**src/rtl/round_scheduler.sv**
```systemverilog
// rtl/round_scheduler.sv - game round sequencer: countdown, play, result and game-over flow
// Tracks rounds, score, lives and the wall index/speed handed to the wall renderer.
module round_scheduler #(
   parameter int NUM_WALLS           = 10,
   parameter int MAX_FRAMES_PER_TICK = 15,
   parameter int MIN_FRAMES_PER_TICK = 2,
   parameter int COUNTDOWN_FRAMES    = 180,
   parameter int RESULT_FRAMES       = 120,
   parameter int MAX_LIVES           = 3
) (
   input  logic       clk_in,
   input  logic       rst_in,
   input  logic       start_in,
   input  logic       new_frame_in,
   input  logic       wall_done_in,
   input  logic       collision_in,
   output logic [3:0] wall_idx_out,
   output logic [3:0] wall_tick_frequency_out,
   output logic       wall_enable_out,
   output logic       wall_rst_out,
   output logic [7:0] round_out,
   output logic [7:0] score_out,
   output logic [1:0] lives_out,
   output logic [2:0] game_state_out
);

   localparam int CNT_MAX = (COUNTDOWN_FRAMES > RESULT_FRAMES) ? COUNTDOWN_FRAMES : RESULT_FRAMES;
   localparam int CNT_W   = $clog2(CNT_MAX + 1);

   typedef enum logic [2:0] {
      S_IDLE      = 3'd0,
      S_COUNTDOWN = 3'd1,
      S_PLAY      = 3'd2,
      S_RESULT    = 3'd3,
      S_GAME_OVER = 3'd4
   } state_t;

   state_t             r_state, w_state;
   logic [3:0]         r_idx, w_idx;
   logic [3:0]         r_freq, w_freq;
   logic               r_enable, w_enable;
   logic               r_wall_rst, w_wall_rst;
   logic [7:0]         r_round, w_round;
   logic [7:0]         r_score, w_score;
   logic [1:0]         r_lives, w_lives;
   logic [CNT_W-1:0]   r_cnt, w_cnt;
   logic               r_hit, w_hit;

   always_ff @(posedge clk_in or negedge rst_in) begin
      if (!rst_in) begin
         r_state    <= S_IDLE;
         r_idx      <= 4'd0;
         r_freq     <= 4'(MAX_FRAMES_PER_TICK);
         r_enable   <= 1'b0;
         r_wall_rst <= 1'b0;
         r_round    <= 8'd0;
         r_score    <= 8'd0;
         r_lives    <= 2'(MAX_LIVES);
         r_cnt      <= '0;
         r_hit      <= 1'b0;
      end else begin
         r_state    <= w_state;
         r_idx      <= w_idx;
         r_freq     <= w_freq;
         r_enable   <= w_enable;
         r_wall_rst <= w_wall_rst;
         r_round    <= w_round;
         r_score    <= w_score;
         r_lives    <= w_lives;
         r_cnt      <= w_cnt;
         r_hit      <= w_hit;
      end
   end

   always_comb begin
      w_state    = r_state;
      w_idx      = r_idx;
      w_freq     = r_freq;
      w_wall_rst = 1'b0;
      w_round    = r_round;
      w_score    = r_score;
      w_lives    = r_lives;
      w_cnt      = r_cnt;
      w_hit      = r_hit;
      case (r_state)
         S_IDLE, S_GAME_OVER: begin
            if (start_in) begin
               w_state = S_COUNTDOWN;
               w_round = 8'd0;
               w_score = 8'd0;
               w_lives = 2'(MAX_LIVES);
               w_idx   = 4'd0;
               w_freq  = 4'(MAX_FRAMES_PER_TICK);
               w_cnt   = '0;
               w_hit   = 1'b0;
            end
         end
         S_COUNTDOWN: begin
            if (new_frame_in) begin
               if (r_cnt == CNT_W'(COUNTDOWN_FRAMES - 1)) begin
                  w_state    = S_PLAY;
                  w_cnt      = '0;
                  w_wall_rst = 1'b1;
               end else begin
                  w_cnt = r_cnt + 1'b1;
               end
            end
         end
         S_PLAY: begin
            // The hit flag also captures a same-cycle collision so RESULT knows whether to speed up.
            w_hit = r_hit | collision_in;
            if (wall_done_in) begin
               w_state = S_RESULT;
               if (r_hit || collision_in) begin
                  if (r_lives != 2'd0) w_lives = r_lives - 1'b1;
               end else if (r_score != 8'hFF) begin
                  w_score = r_score + 1'b1;
               end
            end
         end
         S_RESULT: begin
            if (new_frame_in) begin
               if (r_cnt == CNT_W'(RESULT_FRAMES - 1)) begin
                  w_cnt = '0;
                  if (r_lives == 2'd0) begin
                     w_state = S_GAME_OVER;
                  end else begin
                     w_state = S_COUNTDOWN;
                     w_hit   = 1'b0;
                     if (r_round != 8'hFF) w_round = r_round + 1'b1;
                     w_idx = (r_idx == 4'(NUM_WALLS - 1)) ? 4'd0 : r_idx + 1'b1;
                     if (!r_hit && (r_freq > 4'(MIN_FRAMES_PER_TICK))) w_freq = r_freq - 1'b1;
                  end
               end else begin
                  w_cnt = r_cnt + 1'b1;
               end
            end
         end
         default: w_state = S_IDLE;
      endcase
      w_enable = (w_state == S_PLAY);
   end

   assign wall_idx_out            = r_idx;
   assign wall_tick_frequency_out = r_freq;
   assign wall_enable_out         = r_enable;
   assign wall_rst_out            = r_wall_rst;
   assign round_out               = r_round;
   assign score_out               = r_score;
   assign lives_out               = r_lives;
   assign game_state_out          = r_state;

endmodule

```
**config.mk**
```make
export PLATFORM = sky130hd
export DESIGN_NAME = round_scheduler
export DESIGN_NICKNAME = d
export VERILOG_FILES = /design/src/rtl/round_scheduler.sv
export SDC_FILE = /design/constraint.sdc
export NUM_CORES = 1
export LEC_CHECK = 0
export CAP_MARGIN = 20
export CORE_UTILIZATION = 54
export DETAILED_ROUTE_END_ITERATION = 10
export PLACE_DENSITY = 0.79
export REMOVE_ABC_BUFFERS = 1
export SLEW_MARGIN = 20
export SYNTH_ARGS = -nofsm -noshare
export SYNTH_HDL_FRONTEND = slang
export SYNTH_SLANG_ARGS = --single-unit
```
**constraint.sdc**
```tcl
create_clock -name clk_in -period 2.6 [get_ports clk_in]
set_input_delay 0.39 -clock clk_in [delete_from_list [all_inputs] [get_ports clk_in]]
set_output_delay 0.39 -clock clk_in [all_outputs]
set_load 0.01 [all_outputs]
```
==> flow_summary.toml, run 1 <==
[worst_setup_path]
cp_max_fo = 11
arrival_ns = 2.38
worst_setup_path_end_kind = "register"
regToRegEndpoint = "round_out[0]$_DFFE_PN0P_"
critPathKind = "register to register"
cp-start-kind = "register"
reg2reg_slack_ns = 0.40
r2r_start = "r_cnt[0]$_DFFE_PN0P_"
cp.required_ns = 2.78
startpoint = "r_cnt[0]$_DFFE_PN0P_"
r2r_cells = 5
crit_end = "round_out[0]$_DFFE_PN0P_"

[sta]
min_period_ns = 2.20
rsz0062_at_grt = "false"
fin_worst_skew_ns = 0.00778
timing.fmax_ghz = 0.454
fin_setup_tns_ns = 0
hold_viol = 0
period_share_pct = 84.8
setup_viol = 0
slew_violations = 0
whs_ns = 0.212
worst_pin_slew_ns = 0.873
relSlewSlack_pct = 41.8

[route]
topRoutingLayerUsed = "met4"
vias_per_cell = 6.24
drt-met1-wl_um = 2560
first_pass_iters = 4
drcViolationCount = 0
ant_nets = 0
met2_length_um = 2400
wl_per_cell_um = 15.2
wl_met3_um = 212
drt_iter0_drc = 120
drt_wl_total_um = 5230
num_vias = 2141

[synthesis]
synth_seq_cells = 40
netlist_instances = 246
yosys_warnings = 0
ys_types = 60
synth.avg_cell_area_um2 = 9.50
syn_area_um2 = 2340
ys_seq_area_share_pct = 43.2
synth_edf_count = 0
synthFlopType = "dfrtp_1"
async_flop_share_pct = 100

[power]
powerDensity_nw_per_um2 = 742
p_leak_nw = 1.25
vdd_drop_max_mv = 0.453

[min_path]
hold_path.class = "input pin to async pin"

[grt]
overflow = 0
track_usage_pct = 25.2
grt_max_degree = 41
antenna_found_initial = 0
grt_pass1_wl_um = 8580
grt_pass1_vias = 1869

[floorplanning]
die_x_um = 67.8
rows = 23
die_y_um = 67.8
dieArea_um2 = 4590
fp.coreArea_um2 = 4090
start_util_pct = 57.2
pin_count = 37

[cts]
htree_num_levels = 2
cts.root.buffer_cell = "clkbuf_8"
post-cts-setup-buffers = 0
cts_tree = "done"
cts_buffer_depth = 2
cts_buffers = 5
cts_sinks = 40
cts_hold_buf = 0
cts-resized-gates = 0
clkTransAtPathRegs_ns = 0.08
worstSkewPairLatency_ns = 0.29

[place]
place_hpwl_um = 3740
gp_congestion = 0.829
io_buffers = 36

[layout]
area_growth_pct = 23.2
nets = 306
num_antenna_cells = 0
multi_input_area_um2 = 1230
regArea_um2 = 1010
fill_cells = 347
drive_above_1_share_pct = 11.9

[run_status]
status = "complete, no violations"

[job]
maxCapViolCount = 0
cell usage in the layout (no fill, tap or decap), types with 3 or more instances in the layout:
cell	Yosys	final
buf_4	0	10
and3_1	3	3
ha_1	8	8
a21oi_1	13	13
dfstp_2	6	6
nor2b_1	3	3
a311oi_1	3	3
o211ai_1	3	3
mux2i_1	6	6
nand2b_1	5	5
clkbuf_8	0	7
o31ai_1	5	5
a31oi_1	4	4
nand3_1	14	14
nand3b_1	3	3
nor2_1	16	16
o21ai_0	16	16
clkdlybuf4s50_1	0	35
inv_1	12	12
nand2_1	25	25
nor3_1	5	5
dfrtp_1	34	34
nor3b_1	3	3
or4_1	4	4
registers in the layout, indices dropped and copies added (netlist names):
register / flops
r_cnt: 8
round_out: 8
score_out: 8
wall_idx_out: 4
wall_tick_frequency_out: 4
game_state_out: 3
lives_out: 2
r_hit: 1
wall_enable_out: 1
wall_rst_out: 1
area by class of cell:
type                       count  share of cell area, %
sequential                    40                   35.0
tap                           50                   2.17
multi-input combinational    187                   42.8
inverter                      12                   1.57
clock buffer                   8                   3.48
timing repair buffer          46                   15.0
metrics by stage:
step	std cells	total power (W)	instance area [um^2]	setup WS (ns)	util, %
final	343	0.00213	2880	0.396	70.4
after global routing	343	0.00230	2880	0.301	70.4
after CTS	343	0.00215	2880	0.402	70.4
after detailed placement	335	0.00169	2780	0.232	68.0
after global placement	335	0.00167	2780	0.280	68.0
after floorplan	239	0.00136	2280	0.421	-
Yosys cell counts, drive strengths merged (2+ instances only):
master / instances / area (um^2)
and3: 5 / 33.8
a41oi: 2 / 17.5
and4b: 2 / 21.3
o211ai: 3 / 22.5
a22o: 2 / 18.8
nand2: 25 / 93.8
nor3: 5 / 25.0
a211oi: 2 / 15.0
a21o: 2 / 15.0
inv: 12 / 45.0
o22ai: 2 / 12.5
a21oi: 13 / 65.1
nand3b: 3 / 22.5
dfstp: 6 / 158
mux2i: 6 / 60.1
nor3b: 5 / 53.8
clkbuf: 3 / 12.5
a311oi: 3 / 26.3
a22oi: 2 / 15.0
buf: 4 / 38.8
ha: 8 / 100
o31ai: 5 / 37.5
nor2: 16 / 60.1
nand3: 14 / 70.1
or2: 2 / 12.5
a32o: 2 / 20.0
or4: 5 / 41.3
o311ai: 3 / 26.3
nand2b: 5 / 31.3
and2: 2 / 12.5
nor4b: 2 / 17.5
dfrtp: 34 / 851
o21ai: 16 / 80.1
a31oi: 4 / 25.0
nor2b: 3 / 18.8
nor4: 2 / 12.5
nand4b: 3 / 32.5
cells by family (layout without fill, tap and decap cells):
group | after synthesis | in the layout | share of synthesized area [%]
AO/OA/AOI/OAI | 70 | 70 | 20.5
adder cells (fa/ha/maj) | 8 | 8 | 4.29
buffers and inverters | 19 | 66 | 4.12
flip-flops | 40 | 40 | 43.2
multiplexers | 7 | 7 | 3.05
AND/OR/NAND/NOR | 102 | 102 | 24.9
worst min path at each step:
stage / endpoint / slack (ns) / cells after the start
after detailed placement: lives_out[1]$_DFFE_PN1P_ / 0.50 / 2
after global routing: round_out[1]$_DFFE_PN0P_ / 0.29 / 1
after global placement: r_cnt[1]$_DFFE_PN0P_ / 0.49 / 2
final: wall_idx_out[1]$_DFFE_PN0P_ / 0.21 / 1
after floorplan: game_state_out[0]$_DFF_PN0_ / 0.09 / 0
after CTS: round_out[4]$_DFFE_PN0P_ / 0.25 / 1
per-layer routing:
layer,vias to the layer above,track usage (%)
met4,0,7.55
met5,-,0
met1,1064,35.0
met2,49,38.5
met3,5,6.25
li1,1023,-
critical path, stage by stage, from the launching register on:
cell	delay (ns)
dfrtp_1	0.39
ha_1	0.25
nand4b_2	0.18
or4_4	0.63
a21oi_1	0.27
mux2_2	0.37
report_power, final:
part	total (W)	leakage, nW	switching [W]	internal, W
registers	0.000948	0.513	0.000188	0.000761
logic	0.000741	0.688	0.000377	0.000363
clock network	0.000446	0.0515	0.000204	0.000242
Note: power is estimated with default switching activity, not from simulation.
==> run 2: changes to the inputs <==
==> constraint.sdc (replaced) <==
create_clock -name clk_in -period 2.1 [get_ports clk_in]
set_input_delay 0.315 -clock clk_in [delete_from_list [all_inputs] [get_ports clk_in]]
set_output_delay 0.315 -clock clk_in [all_outputs]
set_load 0.01 [all_outputs]
==> run 2 against run 1 <==
Compared with the run above:
- sequential power up 19%
- hold slack gained 0.29 ns
- maximum frequency grew 9.7%
- clock skew grew 0.0024 ns
- final area rose by 4.7%
- sequential share of layout area fell by 1.6 points
- global-route usage is 0.60 points higher
- critical path type unchanged
- wire length is 2.6% higher
- die area unchanged
==> flow_summary.toml, run 2 (synthesized netlist as in run 1, its figures left out) <==
[worst_setup_path]
worst_setup_path_end_kind = "register"
cp-start-kind = "register"
arrival_ns = 2.20
regToRegEndpoint = "round_out[0]$_DFFE_PN0P_"
reg2reg_slack_ns = 0.09
cp_max_fo = 9
r2r_start = "r_cnt[0]$_DFFE_PN0P_"
cp.required_ns = 2.29
critPathKind = "register to register"
r2r_cells = 5

[layout]
multi_input_area_um2 = 1240
fill_cells = 327
num_antenna_cells = 0
area_growth_pct = 29.0
fin_cells = 359
mostFrequentLayoutCell = "clkdlybuf4s50_1"
drive_above_1_share_pct = 17.2
final_area_um2 = 3010
fin_util_pct = 73.8
final_cell_mix = "clkdlybuf4s50_1, dfrtp_1, nand2_1"
nets = 322
regArea_um2 = 1010

[grt]
grt_use_met2_pct = 40.2
grtUsageMet3_pct = 5.24
antenna_found_initial = 0
track_usage_pct = 25.8
grt_busiest_layer = "met2"
grt_pass1_vias = 1932
overflow = 0
met1_usage_pct = 35.5
grt_pass1_wl_um = 8760
grt_max_degree = 41

[sta]
rsz0062_at_grt = "false"
setup_viol = 0
min_period_ns = 2.01
hold_viol = 0
fin_worst_skew_ns = 0.0101
timing.fmax_ghz = 0.498
period_share_pct = 95.6
whs_ns = 0.500
relSlewSlack_pct = 61.0
setup_ws_ns = 0.0917
worst_pin_slew_ns = 0.579
slew_violations = 0

[floorplanning]
die_x_um = 67.8
fp.coreArea_um2 = 4090
pin_count = 37
dieArea_um2 = 4590
start_util_pct = 57.2
die_y_um = 67.8
rows = 23

[route]
drcViolationCount = 0
vias_per_cell = 5.99
ant_nets = 0
num_vias = 2149
drt_wl_total_um = 5360
first_pass_iters = 4
drt_iter0_drc = 197
wl_per_cell_um = 14.9

[cts]
cts_buffers = 5
post-cts-setup-buffers = 0
htree_num_levels = 2
cts_buffer_depth = 2
worstSkewPairLatency_ns = 0.30
cts.root.buffer_cell = "clkbuf_8"
clkTransAtPathRegs_ns = 0.08
cts_sinks = 40
cts_tree = "done"

[place]
place_hpwl_um = 3810
io_buffers = 36
gp_congestion = 0.845
dp.cells = 350
place_ws_ns = -0.173
post_dp_cell_area_um2 = 2900

[power]
clkPwrFrac_pct = 19.7
switching_share_pct = 36.4
vdd_drop_max_mv = 0.616
p_sw_w = 0.000998
comb_power_share_pct = 39.2
seqPwrFrac_pct = 41.1
powerDensity_nw_per_um2 = 910
p_leak_nw = 1.33
intPower_w = 0.00175

[run_status]
status = "complete, no violations"

[job]
maxCapViolCount = 0

[min_path]
hold_path.class = "input pin to async pin"
-- run 2: final cells by class --
class / count / area share [%]
Multi-Input combinational cell: 187 / 41.1
Sequential cell: 40 / 33.5
Timing Repair Buffer: 62 / 18.8
Clock buffer: 6 / 2.74
Tap cell: 50 / 2.08
Inverter: 12 / 1.49
Clock inverter: 2 / 0.332
-- run 2: how the worst max path moves through the flow --
stage	slack [ns]	start	endpoint
after CTS	0.02	lives_out[0]$_DFFE_PN1P_	round_out[0]$_DFFE_PN0P_
final	0.09	r_cnt[0]$_DFFE_PN0P_	round_out[0]$_DFFE_PN0P_
after detailed placement	-0.17	new_frame_in	round_out[0]$_DFFE_PN0P_
after global placement	-0.16	new_frame_in	round_out[0]$_DFFE_PN0P_
after global routing	0.03	r_cnt[1]$_DFFE_PN0P_	round_out[0]$_DFFE_PN0P_
after floorplan	-0.08	game_state_out[0]$_DFF_PN0_	round_out[0]$_DFFE_PN0P_
-- run 2: critical path, stage by stage, from the launching register on --
cell      delay, ns
dfrtp_1        0.39
ha_1           0.20
nand4b_2       0.14
or4_4          0.61
a21oi_2        0.20
mux2_2         0.35
-- run 2: metrics by stage --
step	power [W]	setup TNS, ns
6_report	0.00274	0
5_1_grt	0.00293	0
4_1_cts	0.00275	0
3_5_place_dp	0.00220	-1.05
3_3_place_gp	0.00218	-0.748
2_1_floorplan	0.00169	-0.0793
-- run 2: power groups by stage --
stage               logic, W  clock network [W]  registers (W)
floorplan           0.000513                  0        0.00118
global placement     0.00104                  0        0.00113
detailed placement   0.00107                  0        0.00113
CTS                  0.00108           0.000552        0.00112
global route         0.00120           0.000579        0.00115
finish               0.00107           0.000541        0.00113
-- run 2: what timing repair did --
action,CTS,global route
hold buffers,1,0
hold endpoints to repair,34,0
pin swaps,0,1
endpoints found under the setup margin,1,6
gates resized for setup,1,1
-- run 2: routing by layer --
metal | share of wire (%) | wire length, um | vias to the layer above
met3 | 3.6 | 194 | 8
met4 | 1.2 | 66 | 0
met5 | 0 | 0 | -
li1 | - | - | 1053
met1 | 50 | 2670 | 1042
met2 | 45 | 2440 | 46
